==> config.mk <==
export PLATFORM = sky130hd
export DESIGN_NAME = alu_ex_stage
export DESIGN_NICKNAME = d
export VERILOG_FILES = /design/src/rtl/alu_ex_stage.sv
export SDC_FILE = /design/constraint.sdc
export NUM_CORES = 1
export LEC_CHECK = 0
export CORE_MARGIN = 8
export CORE_UTILIZATION = 25
export DETAILED_ROUTE_END_ITERATION = 16
export PLACE_DENSITY = 0.45
export SLEW_MARGIN = 20
export SYNTH_ARGS = -nofsm -noshare
export SYNTH_HDL_FRONTEND = slang
export SYNTH_SLANG_ARGS = --single-unit
==> constraint.sdc <==
create_clock -name clk -period 9.3 [get_ports clk]
set_clock_uncertainty 0.05 [all_clocks]
set_input_delay 1.86 -clock clk [delete_from_list [all_inputs] [get_ports clk]]
set_output_delay 1.86 -clock clk [all_outputs]
set_load 0.005 [all_outputs]
==> src/rtl/alu_ex_stage.sv <==
// Execute stage: single-cycle ALU ops plus a WIDTH-cycle shift-add unsigned multiplier.
// One operation in flight; in_ready drops while a multiply iterates.
module alu_ex_stage #(
  parameter int WIDTH = 16,
  parameter int SHW   = $clog2(WIDTH)
) (
  input  logic             clk,
  input  logic             reset,
  input  logic             in_valid,
  output logic             in_ready,
  input  logic [5:0]       op_dec,
  input  logic [WIDTH-1:0] A,
  input  logic [WIDTH-1:0] B,
  input  logic [WIDTH-1:0] data_in,
  input  logic             flush,
  output logic [WIDTH-1:0] ans_ex,
  output logic [3:0]       flag_ex,
  output logic             out_valid,
  output logic [WIDTH-1:0] data_out,
  output logic [WIDTH-1:0] DM_data
);

  localparam logic [5:0] OP_ADD = 6'b000000;
  localparam logic [5:0] OP_SUB = 6'b000001;
  localparam logic [5:0] OP_MOV = 6'b000010;
  localparam logic [5:0] OP_AND = 6'b000100;
  localparam logic [5:0] OP_OR  = 6'b000101;
  localparam logic [5:0] OP_XOR = 6'b000110;
  localparam logic [5:0] OP_NOT = 6'b000111;
  localparam logic [5:0] OP_SLL = 6'b011001;
  localparam logic [5:0] OP_SRL = 6'b011010;
  localparam logic [5:0] OP_SRA = 6'b011011;
  localparam logic [5:0] OP_IN  = 6'b010110;
  localparam logic [5:0] OP_OUT = 6'b010111;
  localparam logic [5:0] OP_MUL = 6'b100000;

  localparam logic [SHW:0] CNT_LAST = (SHW+1)'(WIDTH-1);
  localparam logic [SHW:0] CNT_ONE  = (SHW+1)'(1);

  typedef enum logic {S_IDLE, S_MUL} state_t;

  state_t state_q, state_d;

  logic [WIDTH-1:0]   ans_q, ans_d;
  logic [3:0]         flag_q, flag_d;
  logic               vld_q, vld_d;
  logic [WIDTH-1:0]   dout_q, dout_d;
  logic [WIDTH-1:0]   dm_q, dm_d;
  logic [2*WIDTH-1:0] mcand_q, mcand_d;
  logic [WIDTH-1:0]   mplier_q, mplier_d;
  logic [2*WIDTH-1:0] prod_q, prod_d;
  logic [SHW:0]       cnt_q, cnt_d;

  logic               fire;
  logic               mul_step;
  logic               mul_last;
  logic [2*WIDTH-1:0] mul_sum;

  logic [SHW-1:0]     shamt;
  logic [WIDTH:0]     add_w, sub_w, sll_w, srl_w, sra_w;
  logic signed [WIDTH:0] sra_src;

  logic [WIDTH-1:0]   alu_res;
  logic               alu_c, alu_v, alu_nz, alu_wr;
  logic [3:0]         alu_flags;

  assign in_ready = (state_q == S_IDLE);
  assign fire     = in_valid & in_ready;

  // Shifts carry one extra bit so the last bit shifted out falls into it (0 for a zero shift).
  assign shamt   = B[SHW-1:0];
  assign add_w   = {1'b0, A} + {1'b0, B};
  assign sub_w   = {1'b0, A} + {1'b0, ~B} + {{WIDTH{1'b0}}, 1'b1};
  assign sll_w   = {1'b0, A} << shamt;
  assign srl_w   = {A, 1'b0} >> shamt;
  assign sra_src = {A, 1'b0};
  assign sra_w   = sra_src >>> shamt;

  always_comb begin
    alu_res = '0;
    alu_c   = 1'b0;
    alu_v   = 1'b0;
    alu_nz  = 1'b1;
    alu_wr  = 1'b1;
    case (op_dec)
      OP_ADD: begin
        alu_res = add_w[WIDTH-1:0];
        alu_c   = add_w[WIDTH];
        alu_v   = (A[WIDTH-1] == B[WIDTH-1]) && (add_w[WIDTH-1] != A[WIDTH-1]);
      end
      OP_SUB: begin
        alu_res = sub_w[WIDTH-1:0];
        alu_c   = sub_w[WIDTH];
        alu_v   = (A[WIDTH-1] != B[WIDTH-1]) && (sub_w[WIDTH-1] != A[WIDTH-1]);
      end
      OP_MOV: alu_res = B;
      OP_AND: alu_res = A & B;
      OP_OR:  alu_res = A | B;
      OP_XOR: alu_res = A ^ B;
      OP_NOT: alu_res = ~B;
      OP_SLL: begin
        alu_res = sll_w[WIDTH-1:0];
        alu_c   = sll_w[WIDTH];
      end
      OP_SRL: begin
        alu_res = srl_w[WIDTH:1];
        alu_c   = srl_w[0];
      end
      OP_SRA: begin
        alu_res = sra_w[WIDTH:1];
        alu_c   = sra_w[0];
      end
      OP_IN:  alu_res = data_in;
      OP_OUT, OP_MUL,
      6'b011100, 6'b011101, 6'b011110, 6'b011111: alu_wr = 1'b0;
      default: alu_nz = 1'b0;
    endcase
  end

  assign alu_flags = {alu_nz & alu_res[WIDTH-1], alu_nz & (alu_res == '0), alu_c, alu_v};

  assign mul_sum  = prod_q + (mplier_q[0] ? mcand_q : '0);
  assign mul_last = (cnt_q == CNT_LAST);
  assign mul_step = (state_q == S_MUL) && !flush;

  always_comb begin
    state_d = state_q;
    case (state_q)
      S_IDLE: if (fire && op_dec == OP_MUL) state_d = S_MUL;
      S_MUL:  if (flush || mul_last)        state_d = S_IDLE;
      default: state_d = S_IDLE;
    endcase
  end

  always_comb begin
    ans_d    = ans_q;
    flag_d   = flag_q;
    vld_d    = 1'b0;
    dout_d   = dout_q;
    dm_d     = dm_q;
    mcand_d  = mcand_q;
    mplier_d = mplier_q;
    prod_d   = prod_q;
    cnt_d    = cnt_q;
    if (fire) begin
      dm_d = B;
      if (op_dec == OP_MUL) begin
        mcand_d  = {{WIDTH{1'b0}}, A};
        mplier_d = B;
        prod_d   = '0;
        cnt_d    = '0;
      end else begin
        vld_d = 1'b1;
        if (alu_wr) begin
          ans_d  = alu_res;
          flag_d = alu_flags;
        end
        if (op_dec == OP_OUT) dout_d = A;
      end
    end
    // A flushed multiply freezes here and simply never writes back.
    if (mul_step) begin
      prod_d   = mul_sum;
      mcand_d  = mcand_q << 1;
      mplier_d = mplier_q >> 1;
      cnt_d    = cnt_q + CNT_ONE;
      if (mul_last) begin
        ans_d  = mul_sum[WIDTH-1:0];
        flag_d = {mul_sum[WIDTH-1], mul_sum[WIDTH-1:0] == '0, 1'b0, |mul_sum[2*WIDTH-1:WIDTH]};
        vld_d  = 1'b1;
      end
    end
  end

  always_ff @(posedge clk or negedge reset) begin
    if (!reset) begin
      state_q <= S_IDLE;
    end else begin
      state_q <= state_d;
    end
  end

  always_ff @(posedge clk or negedge reset) begin
    if (!reset) begin
      ans_q    <= '0;
      flag_q   <= '0;
      vld_q    <= 1'b0;
      dout_q   <= '0;
      dm_q     <= '0;
      mcand_q  <= '0;
      mplier_q <= '0;
      prod_q   <= '0;
      cnt_q    <= '0;
    end else begin
      ans_q    <= ans_d;
      flag_q   <= flag_d;
      vld_q    <= vld_d;
      dout_q   <= dout_d;
      dm_q     <= dm_d;
      mcand_q  <= mcand_d;
      mplier_q <= mplier_d;
      prod_q   <= prod_d;
      cnt_q    <= cnt_d;
    end
  end

  assign ans_ex    = ans_q;
  assign flag_ex   = flag_q;
  assign out_valid = vld_q;
  assign data_out  = dout_q;
  assign DM_data   = dm_q;

endmodule

==> qor.yml, run 1 <==
cp.arrival_ns: 6.18
layout.cells.most_common_list: "sky130_fd_sc_hd__nand2_1 (153), sky130_fd_sc_hd__nor2_1 (151), sky130_fd_sc_hd__dfrtp_1 (139)"
setup-tns-final_ns: 0
synth_top_area_frac: 0.2885
fp.dieArea_um2: 55510
clkTransAtPathRegs_ns: 0.07
netlist.top_cell.by_area: "sky130_fd_sc_hd__dfrtp_1"
post_synth_main_area_contributors: "sky130_fd_sc_hd__dfrtp_1 (29%), sky130_fd_sc_hd__ha_1 (8.8%), sky130_fd_sc_hd__mux4_2 (4.9%)"
grt_antenna_before_repair: 0
postRouteWirelength_um: 49090
worst_setup_slack_before_clock_tree_synthesis_ns: 3.004
crit_path_most_repeated_cell: "sky130_fd_sc_hd__a31o_1"
crit_start: "B[2]"
status: "complete, no violations"
drc: 0
syn_nets: 1588
vias: 11360
max_clock_freq_mhz: 171.1
hold_violations: 0
setup_viol: 0
number_of_synthesized_flops_with_an_enable_pin: 0
clock_sink_count: 139
async_flop_share: 1.000
place.gp.congestion: 0.9163
number_of_instances_resized_during_post_cts_repair: 0
place_hpwl_um: 36550
post_cts_setup_buffer_count: 0
final_common_cell: "sky130_fd_sc_hd__nand2_1"
groute.usage.overall: 0.1731
worstMarginPinSlew_ns: 1.082
synth.yosys.warnings: 0
holdCritPathClass: "reg -> reg"
htree_num_levels: 4
synthesis.area_per_instance_um2: 8.360
slowest_stage: "sky130_fd_sc_hd__a2111oi_1"
p_leak_nw: 6.040
r2r_start: "mplier_q[0]$_DFFE_PN0P_"
port_buffers: 111
ys.flop_type: "sky130_fd_sc_hd__dfrtp_1"
grt_first_pass_wirelength_um: 74460
path_class: "in -> reg"
initialDrtViolationCount: 1141
maxCapViolations: 0
cts_root_buffer: "sky130_fd_sc_hd__clkbuf_16"
ctsLongestPathBuffers: 2
crit_cells: 14
required_ns: 9.64
core-area_um2: 47650
crit_path_start_kind: "input port"
worstSetupEndpoint: "flag_ex[2]$_DFF_PN0_"
finalCritPeriodShare: 0.6284
die-width_um: 235.6
worst_r2r_endpoint: "flag_ex[0]$_DFF_PN0_"
viasPerCell: 5.365
syn_area_um2: 12060
worst_skew_pair.late_latency_ns: 0.45
critical_path.endpoint_type: "flop"
critical_path.top_delay_family: "compound AO/OA/AOI/OAI gates"
syn_to_final_growth_pct: 18.19
finalNonFillerCells: 2118
largest_net_degree_at_the_start_of_global_routing: 96
placementRows: 80
setup_repair_after_global_routing_missed_its_margin: "false"
path_max_fanout: 50
max-slew-margin-rel: 0.2763
drt_pass1_iterations: 6
number_of_global_route_vias_before_repair: 11230
avgRoutedWirePerCell_um: 23.18
pd_cells_nw_per_um2: 141.2
synth.lib_cells_used.distinct: 91
critical_path.max_stage_delay_ns: 0.67
ys_ff_latch: 139
initial_utilization: 0.2530
final-max-slew-violation-count: 0
timing.reg2reg.worst_path_depth: 12
postLayoutSetupSlackWorst_ns: 3.456
overflow: 0
fin_nets: 1636
clock_tree_from_tritoncts: "yes"
critical_path.n_buffers_inverters: 3
die_y_um: 235.6
yosysSeqAreaShare: 0.2885
cts_inserted_buffers: 17
dp_cells: 2086
crit_path_cell_trace: "clkdlybuf4s50_1, buf_4, inv_1, ha_1, nor2b_1, o21a_1, o21ai_1, a31o_1, a2111oi_1, nor2_1, a221oi_1, o211ai_1, nor4_1, a31o_1"
io-pin-count: 112
antennaDiodeCount: 0
antenna_left: 0
peakVddDrop_uv: 133.8
syn_inst: 1442
cts.hold.buffers_added: 0
layout-drive-gt1-share: 0.09647
layout_min_cycle_time_ns: 5.845
reg2reg_setup_slack_ns: 4.25
-- cell type report --
cell class / instances / area (um2)
inverter: 68 / 257.7
tap: 615 / 769.5
multi-input combinational: 1127 / 7888
sequential: 139 / 3478
clock buffer: 17 / 425.4
fill: 5078 / 33400
clock inverter: 15 / 132.6
timing repair buffer: 137 / 1297
-- sequential cells by signal, summed over array words and instances (netlist names) --
signal     cells
prod_q        32
mcand_q       32
flag_ex        4
out_valid      1
DM_data       16
ans_ex        16
cnt_q          5
data_out      16
mplier_q      16
state_q        1
-- how the worst min path moves through the flow --
stage,end,startpoint,slack (ns),cells past startpoint
final,DM_data[13]$_DFFE_PN0P_,DM_data[13]$_DFFE_PN0P_,0.43,2
after global routing,DM_data[9]$_DFFE_PN0P_,DM_data[9]$_DFFE_PN0P_,0.47,2
after CTS,DM_data[13]$_DFFE_PN0P_,DM_data[13]$_DFFE_PN0P_,0.44,2
after detailed placement,DM_data[13]$_DFFE_PN0P_,DM_data[13]$_DFFE_PN0P_,0.42,2
after global placement,DM_data[13]$_DFFE_PN0P_,DM_data[13]$_DFFE_PN0P_,0.41,2
after floorplan,prod_q[17]$_DFFE_PN0P_,prod_q[17]$_DFFE_PN0P_,0.41,2
-- worst reg2reg max path: stages, from the launching register on --
cell                        delay (ns)
sky130_fd_sc_hd__dfrtp_1          0.70
sky130_fd_sc_hd__and2_1           0.30
sky130_fd_sc_hd__ha_1             0.22
sky130_fd_sc_hd__fa_1             0.47
sky130_fd_sc_hd__a211oi_1         0.33
sky130_fd_sc_hd__o21ai_1          0.19
sky130_fd_sc_hd__a2111oi_2        0.60
sky130_fd_sc_hd__o311ai_0         0.22
sky130_fd_sc_hd__nor2b_1          0.18
sky130_fd_sc_hd__a2111oi_0        0.67
sky130_fd_sc_hd__nand4bb_1        0.21
sky130_fd_sc_hd__nor4_1           0.62
sky130_fd_sc_hd__a21oi_1          0.15
-- where the power goes --
| part | switching (W) | leakage [nW] | internal, W |
|---|---|---|---|
| clock | 0.000329 | 0.264 | 0.000351 |
| combinational | 0.000341 | 3.97 | 0.000245 |
| sequential | 0.0000659 | 1.81 | 0.000681 |
| total | 0.000736 | 6.04 | 0.00128 |
-- cells by family (layout without fill, tap and decap cells) --
group / Yosys count / in the layout / share of synthesized area
AO/OA/AOI/OAI: 440 / 440 / 0.2481
XOR/XNOR: 36 / 36 / 0.02615
adder cells (fa/ha/maj): 88 / 88 / 0.09320
buffers and inverters: 176 / 237 / 0.06040
flip-flops: 139 / 139 / 0.2885
multiplexers: 77 / 77 / 0.09725
AND/OR/NAND/NOR: 486 / 486 / 0.1864
-- metal layers --
layer	global-route usage	vias to the layer above	routed length, um
li1	-	5351	-
met1	0.2260	5601	22100
met2	0.2896	347	23370
met3	0.02762	65	2256
met4	0.05463	0	1362
met5	0	-	0
-- per-stage QoR --
step                      hold WS (ns)  utilization  cell area [um2]  total power [W]
after global routing            0.4671       0.2991            14250         0.002121
after detailed placement        0.4190       0.2873            13690         0.001345
final                           0.4259       0.2991            14250         0.002012
after floorplan                 0.4063            -            12060         0.001084
after global placement          0.4141       0.2873            13690         0.001345
after CTS                       0.4357       0.2990            14250         0.002034
-- cells in the mapped netlist, types with 9 or more instances --
cell and count:
sky130_fd_sc_hd__nand2_1 154, sky130_fd_sc_hd__nor2_1 152, sky130_fd_sc_hd__dfrtp_1 139, sky130_fd_sc_hd__o21ai_0 109, sky130_fd_sc_hd__ha_1 85, sky130_fd_sc_hd__clkbuf_1 80
sky130_fd_sc_hd__a21oi_1 79, sky130_fd_sc_hd__inv_1 65, sky130_fd_sc_hd__nand3_1 40, sky130_fd_sc_hd__o22ai_1 40, sky130_fd_sc_hd__and2_1 34, sky130_fd_sc_hd__nor3_1 29
sky130_fd_sc_hd__mux2i_1 26, sky130_fd_sc_hd__mux4_2 26, sky130_fd_sc_hd__xnor2_1 23, sky130_fd_sc_hd__a21o_1 20, sky130_fd_sc_hd__o211ai_1 20, sky130_fd_sc_hd__a211oi_1 19
sky130_fd_sc_hd__mux2_2 19, sky130_fd_sc_hd__buf_2 17, sky130_fd_sc_hd__nand2b_1 14, sky130_fd_sc_hd__xor2_1 13, sky130_fd_sc_hd__a221o_1 11, sky130_fd_sc_hd__a22o_1 11
sky130_fd_sc_hd__a31oi_1 10, sky130_fd_sc_hd__nor2b_1 10, sky130_fd_sc_hd__a221oi_1 9, sky130_fd_sc_hd__a22oi_1 9, sky130_fd_sc_hd__o21bai_1 9, sky130_fd_sc_hd__o221ai_1 9
No activity file was read; power rests on OpenSTA's default activity.
==> run 2, diff against run 1 <==
--- a/config.mk
+++ b/config.mk
@@ -8,7 +8,7 @@
 export CORE_MARGIN = 8
 export CORE_UTILIZATION = 25
 export DETAILED_ROUTE_END_ITERATION = 16
-export PLACE_DENSITY = 0.45
+export PLACE_DENSITY = 0.47
 export SLEW_MARGIN = 20
 export SYNTH_ARGS = -nofsm -noshare
 export SYNTH_HDL_FRONTEND = slang
==> constraint.sdc (replaced) <==
create_clock -name clk -period 5 [get_ports clk]
set_clock_uncertainty 0.05 [all_clocks]
set_input_delay 1 -clock clk [delete_from_list [all_inputs] [get_ports clk]]
set_output_delay 1 -clock clk [all_outputs]
set_load 0.005 [all_outputs]
==> qor.yml, run 2 (same netlist as run 1, synthesis figures left out) <==
status: "complete, no violations"  # unchanged
p_sw_frac: 0.3509  # was 0.3658
path_class: "in -> reg"  # unchanged
holdCritPathClass: "reg -> reg"  # unchanged
hold_violations: 0  # unchanged
multi_input_area_um2: 7876  # was 7888 um2
peakVddDrop_uv: 270.2  # was 133.8 uV
drt_pass1_iterations: 7  # was 6
worst_r2r_endpoint: "flag_ex[0]$_DFF_PN0_"  # unchanged
ctsLongestPathBuffers: 2  # unchanged
cts.hold.buffers_added: 0  # unchanged
vias: 11690  # was 11.36k
switchingPower_w: 0.001326  # was 0.0007361 W
layout-drive-gt1-share: 0.1219  # was 0.09647
final-max-slew-violation-count: 0  # unchanged
antennaDiodeCount: 0  # unchanged
viasPerCell: 5.401  # was 5.365
slowest_stage: "sky130_fd_sc_hd__clkdlybuf4s50_1"  # was sky130_fd_sc_hd__a2111oi_1
drc: 0  # unchanged
largest_net_degree_at_the_start_of_global_routing: 83  # was 96
number_of_global_route_vias_before_repair: 11670  # was 11.23k
postRouteWirelength_um: 48760  # was 49090 um
placementRows: 80  # unchanged
clock_power_share: 0.335  # was 0.338
reg.largest.list: "mcand_q: 32 flops, prod_q: 32 flops"  # unchanged
fillCellCount: 5095  # was 5078
avgRoutedWirePerCell_um: 22.52  # was 23.18 um
worst_skew_pair.late_latency_ns: 0.46  # was 0.45 ns
reg2reg_setup_slack_ns: 0.77  # was 4.25 ns
required_ns: 5.28  # was 9.64 ns
htree_num_levels: 4  # unchanged
clock_tree_from_tritoncts: "yes"  # unchanged
place_hpwl_um: 37220  # was 36550 um
fin_nets: 1683  # was 1636
max-slew-margin-rel: 0.3961  # was 0.2763
max_clock_freq_mhz: 228.7
r2r_start: "mplier_q[0]$_DFFE_PN0P_"  # unchanged
timing.reg2reg.worst_path_depth: 13  # was 12
fp.dieArea_um2: 55510  # unchanged
die_y_um: 235.6  # unchanged
maxCapViolations: 0  # unchanged
power.internal_w: 0.002452  # was 0.001276 W
io-pin-count: 112  # unchanged
syn_to_final_growth_pct: 21.27  # was 18.19%
crit_path_most_repeated_cell: "sky130_fd_sc_hd__a21oi_1"  # was sky130_fd_sc_hd__a31o_1
worst_setup_slack_before_clock_tree_synthesis_ns: 0.2045  # was 3.004 ns
cts_root_buffer: "sky130_fd_sc_hd__clkbuf_16"  # unchanged
worstMarginPinSlew_ns: 0.9026  # was 1.082 ns
crit_path_cell_trace: "clkdlybuf4s50_1, ha_1, inv_1, fa_1, nand2b_1, a21oi_1, a2111oi_4, a22oi_1, a41oi_1, a21oi_1, nor3_1, a2111oi_2, a21oi_1, o21bai_1"  # was clkdlybuf4s50_1, buf_4, inv_1, ha_1, nor2b_1, o21a_1, o21ai_1, a31o_1, a2111oi_1, nor2_1, a221oi_1, o211ai_1, nor4_1, a31o_1
postLayoutSetupSlackWorst_ns: 0.6274  # was 3.456 ns
min_to: "DM_data[15]$_DFFE_PN0P_"  # was DM_data[13]$_DFFE_PN0P_
finalCritPeriodShare: 0.8745
critical_path.endpoint_type: "flop"  # unchanged
pwr-share-seq: 0.365  # was 0.371
pd_cells_nw_per_um2: 258.4  # was 141.2 nW/um2
clock_sink_count: 139  # unchanged
port_buffers: 111  # unchanged
p_leak_nw: 6.264  # was 6.040 nW
layout_min_cycle_time_ns: 4.373
groute.usage.overall: 0.1738  # was 0.1731
layout.cells.most_common_list: "sky130_fd_sc_hd__nand2_1 (154), sky130_fd_sc_hd__nor2_1 (151), sky130_fd_sc_hd__dfrtp_1 (139)"  # was sky130_fd_sc_hd__nand2_1 (153), sky130_fd_sc_hd__nor2_1 (151), sky130_fd_sc_hd__dfrtp_1 (139)
setup_viol: 0  # unchanged
clkTransAtPathRegs_ns: 0.06  # was 0.07 ns
die-width_um: 235.6  # unchanged
setup-tns-final_ns: 0  # unchanged
power_frac_comb: 0.299  # was 0.291
final_common_cell: "sky130_fd_sc_hd__nand2_1"  # unchanged
antenna_left: 0  # unchanged
post_cts_setup_buffer_count: 0  # unchanged
grt_antenna_before_repair: 1  # was 0
post-route-util: 0.3068  # was 0.2991
critical_path.max_stage_delay_ns: 0.60  # was 0.67 ns
core-area_um2: 47650  # unchanged
grt_first_pass_wirelength_um: 75290  # was 74460 um
overflow: 0  # unchanged
place.gp.congestion: 1.007  # was 0.9163
cp.arrival_ns: 4.65  # was 6.18 ns
crit_path_start_kind: "input port"  # unchanged
hold_ws_ns: 0.4289  # was 0.4259 ns
min-delay-start: "DM_data[15]$_DFFE_PN0P_"  # was DM_data[13]$_DFFE_PN0P_
number_of_instances_resized_during_post_cts_repair: 0  # unchanged
initialDrtViolationCount: 1262  # was 1141
initial_utilization: 0.2530  # unchanged
hold_depth: 2  # unchanged
cts_inserted_buffers: 17  # unchanged
path_max_fanout: 7  # was 50
seqCellArea_um2: 3478  # unchanged
setup_repair_after_global_routing_missed_its_margin: "false"  # unchanged
-- run 2: cell count changes in the layout (fill, tap and decap cells not counted), sizes merged --
cell      previous run  this run
clkbuf              17        20
buf                 29        76
clkinv               5         3
bufinv               0         1
inv                 74        71
clkinvlp             4         5
-- run 2: cell type report --
type / count / share of cell area
multi-input combinational: 1127 / 0.5388
sequential: 139 / 0.2379
timing repair buffer: 184 / 0.1146
tap: 615 / 0.05264
clock buffer: 20 / 0.03055
inverter: 68 / 0.01763
clock inverter: 12 / 0.007874
-- run 2: metrics by stage --
stage	total power [W]	instance area, um2	cells
finish	0.003778	14620	2165
global route	0.003977	14620	2165
CTS	0.003816	14620	2165
detailed placement	0.002531	14060	2133
global placement	0.002527	14060	2133
floorplan	0.002016	12060	1442
-- run 2: how the worst max path moves through the flow --
stage | from | endpoint | slack (ns)
2_1_floorplan | B[3] | flag_ex[2]$_DFF_PN0_ | 1.04
3_3_place_gp | A[0] | ans_ex[14]$_DFF_PN0_ | 0.26
3_5_place_dp | A[0] | ans_ex[14]$_DFF_PN0_ | 0.20
4_1_cts | mplier_q[0]$_DFFE_PN0P_ | flag_ex[0]$_DFF_PN0_ | 0.64
5_1_grt | A[0] | flag_ex[2]$_DFF_PN0_ | 0.36
6_report | A[0] | ans_ex[14]$_DFF_PN0_ | 0.63
-- run 2: power groups by stage --
stage | sequential, W | clock (W) | combinational, W
global route | 0.00140 | 0.00134 | 0.00124
CTS | 0.00138 | 0.00130 | 0.00113
floorplan | 0.00136 | 0 | 0.000656
global placement | 0.00140 | 0 | 0.00113
finish | 0.00138 | 0.00127 | 0.00113
detailed placement | 0.00140 | 0 | 0.00113
-- run 2: worst max-delay path, delay by kind of cell --
kind | cells | cell delay [ns]
compound gates | 8 | 1.95
fa+ha+maj | 2 | 0.72
buf+inv | 2 | 0.68
simple gates | 2 | 0.30
-- run 2: routing by layer --
| metal | routed length, um | GRT usage | vias to the layer above |
|---|---|---|---|
| met4 | 1363 | 0.06330 | 2 |
| met3 | 2508 | 0.02692 | 67 |
| li1 | - | - | 5452 |
| met2 | 22480 | 0.2793 | 379 |
| met1 | 22400 | 0.2337 | 5793 |
| met5 | 10 | 0 | - |
==> run 3, diff against run 2 <==
--- a/config.mk
+++ b/config.mk
@@ -8,6 +8,7 @@
 export CORE_MARGIN = 8
 export CORE_UTILIZATION = 25
 export DETAILED_ROUTE_END_ITERATION = 16
+export GPL_TIMING_DRIVEN = 0
 export PLACE_DENSITY = 0.47
 export SLEW_MARGIN = 20
 export SYNTH_ARGS = -nofsm -noshare
==> qor.yml, run 3 (same netlist as run 1, synthesis figures left out) <==
status: "complete, no violations"  # unchanged
max_clock_freq_mhz: 200.1  # was 228.7 MHz
hold_violations: 0  # unchanged
die-width_um: 235.6  # unchanged
timing.reg2reg.worst_path_depth: 13  # unchanged
clock_tree_from_tritoncts: "yes"  # unchanged
drt_pass1_iterations: 7  # unchanged
worstMarginPinSlew_ns: 1.117  # was 0.9026 ns
r2r_start: "mplier_q[0]$_DFFE_PN0P_"  # unchanged
maxCapViolations: 0  # unchanged
reg2reg_setup_slack_ns: 0.57  # was 0.77 ns
post_cts_setup_buffer_count: 0  # unchanged
initialDrtViolationCount: 1248  # was 1262
layout.cells.most_common_list: "sky130_fd_sc_hd__nand2_1 (154), sky130_fd_sc_hd__nor2_1 (152), sky130_fd_sc_hd__dfrtp_1 (139)"  # was sky130_fd_sc_hd__nand2_1 (154), sky130_fd_sc_hd__nor2_1 (151), sky130_fd_sc_hd__dfrtp_1 (139)
cp.arrival_ns: 5.35  # was 4.65 ns
ctsLongestPathBuffers: 2  # unchanged
seqCellArea_um2: 3478  # unchanged
number_of_global_route_vias_before_repair: 12160  # was 11.67k
viasPerCell: 5.456  # was 5.401
place.gp.congestion: 0.9587  # was 1.007
overflow: 0  # unchanged
htree_num_levels: 4  # unchanged
groute.usage.overall: 0.1831  # was 0.1738
io-pin-count: 112  # unchanged
path_max_fanout: 11  # was 7
worst_r2r_endpoint: "flag_ex[0]$_DFF_PN0_"  # unchanged
grt_antenna_before_repair: 0  # was 1
path_class: "in -> reg"  # unchanged
required_ns: 5.35  # was 5.28 ns
drc: 0  # unchanged
antenna_left: 0  # unchanged
setup_viol: 0  # unchanged
layout_min_cycle_time_ns: 4.998  # was 4.373 ns
avgRoutedWirePerCell_um: 23.62  # was 22.52 um
max-slew-margin-rel: 0.2497  # was 0.3961
holdCritPathClass: "reg -> reg"  # unchanged
multi_input_area_um2: 7865  # was 7876 um2
fillCellCount: 5078  # was 5095
syn_to_final_growth_pct: 20.72  # was 21.27%
fin_nets: 1717  # was 1683
reg.largest.list: "mcand_q: 32 flops, prod_q: 32 flops"  # unchanged
clock_sink_count: 139  # unchanged
vias: 12000  # was 11.69k
final-max-slew-violation-count: 0  # unchanged
port_buffers: 109  # was 111
grt_first_pass_wirelength_um: 78110  # was 75290 um
place_hpwl_um: 40130  # was 37220 um
placementRows: 80  # unchanged
min-delay-start: "DM_data[11]$_DFFE_PN0P_"  # was DM_data[15]$_DFFE_PN0P_
pd_cells_nw_per_um2: 263.1  # was 258.4 nW/um2
die_y_um: 235.6  # unchanged
worst_skew_pair.late_latency_ns: 0.46  # about the same
min_to: "DM_data[11]$_DFFE_PN0P_"  # was DM_data[15]$_DFFE_PN0P_
cts_root_buffer: "sky130_fd_sc_hd__clkbuf_16"  # unchanged
crit_path_start_kind: "input port"  # unchanged
critical_path.endpoint_type: "flop"  # unchanged
setup_repair_after_global_routing_missed_its_margin: "true"  # was false
clkTransAtPathRegs_ns: 0.07  # was 0.06 ns
layout-drive-gt1-share: 0.08965  # was 0.1219
crit_path_cell_trace: "clkdlybuf4s50_1, inv_1, clkbuf_4, ha_1, inv_1, o21a_1, o21ai_1, a31o_1, nor2b_1, a221o_1, a2111oi_4, nand4_1, nor4_1, a31o_1"  # was clkdlybuf4s50_1, ha_1, inv_1, fa_1, nand2b_1, a21oi_1, a2111oi_4, a22oi_1, a41oi_1, a21oi_1, nor3_1, a2111oi_2, a21oi_1, o21bai_1
power.total_w: 0.003828  # was 0.003778 W
cts_inserted_buffers: 17  # unchanged
final_common_cell: "sky130_fd_sc_hd__nand2_1"  # unchanged
finalNonFillerCells: 2199  # was 2165
antennaDiodeCount: 0  # unchanged
peakVddDrop_uv: 317.9  # was 270.2 uV
initial_utilization: 0.2530  # unchanged
core-area_um2: 47650  # unchanged
postRouteWirelength_um: 51940  # was 48760 um
finalCritPeriodShare: 0.9995  # was 0.8745
largest_net_degree_at_the_start_of_global_routing: 81  # was 83
critical_path.max_stage_delay_ns: 0.54  # was 0.60 ns
fp.dieArea_um2: 55510  # unchanged
hold_depth: 2  # unchanged
slowest_stage: "sky130_fd_sc_hd__clkdlybuf4s50_1"  # unchanged
dp_cells: 2168  # was 2133
p_leak_nw: 6.168  # was 6.264 nW
==> run 3: worst max-delay path by stage <==
| stage | slack (ns) | startpoint | to |
|---|---|---|---|
| detailed placement | -1.18 | B[3] | flag_ex[2]$_DFF_PN0_ |
| finish | 0.002 | B[3] | flag_ex[2]$_DFF_PN0_ |
| global placement | -3.24 | reset | DM_data[3]$_DFFE_PN0P_ |
| CTS | 0.003 | A[1] | flag_ex[2]$_DFF_PN0_ |
| floorplan | 1.04 | B[3] | flag_ex[2]$_DFF_PN0_ |
| global route | -0.05 | B[3] | flag_ex[2]$_DFF_PN0_ |
==> run 3: timing repair <==
action / 4_1_cts / 5_1_grt
endpoints found under the hold margin: 0 / 0
endpoints found under the setup margin: 9 / 3
hold buffers: 0 / 0
resized for setup: 6 / 5
gates cloned: 0 / 0
==> run 3: per-stage QoR <==
step / setup slack [ns] / instance area (um2) / setup TNS (ns) / utilization / hold slack (ns)
final: 0.002311 / 14550 / 0 / 0.3054 / 0.4264
after detailed placement: -1.179 / 13960 / -7.860 / 0.2930 / 0.4199
after global placement: -3.242 / 13920 / -454.04 / 0.2921 / 0.4124
after CTS: 0.003183 / 14540 / 0 / 0.3052 / 0.4355
after global routing: -0.04631 / 14550 / -0.04631 / 0.3054 / 0.4648
after floorplan: 1.038 / 12060 / 0 / - / 0.4063
==> run 3: power breakdown <==
| part | internal [W] | switching, W | total (W) |
|---|---|---|---|
| Clock | 0.000738 | 0.000579 | 0.00132 |
| Sequential | 0.00127 | 0.000102 | 0.00137 |
| Combinational | 0.000464 | 0.000678 | 0.00114 |
==> run 3: per-layer routing <==
layer	part of all wire	GRT usage
met5	0	0
met4	0.030	0.06631
met3	0.056	0.03113
met2	0.48	0.3060
met1	0.44	0.2350
==> run 3: critical path: cells and delay by family <==
family                   cells  cell delay, ns
AO/OA/AOI/OAI                6            1.71
buffers and inverters        4            1.42
adder cells (fa/ha/maj)      1            0.33
AND/OR/NAND/NOR              3            0.86
==> run 3: area by class of cell <==
type                            count  area share
Clock buffer                       19     0.02975
Multi-Input combinational cell   1127      0.5405
Sequential cell                   139      0.2390
Timing Repair Buffer              111     0.07798
Clock inverter                     13    0.009629
Tap cell                          615     0.05288
Buffer                            107     0.03259
Inverter                           68     0.01771
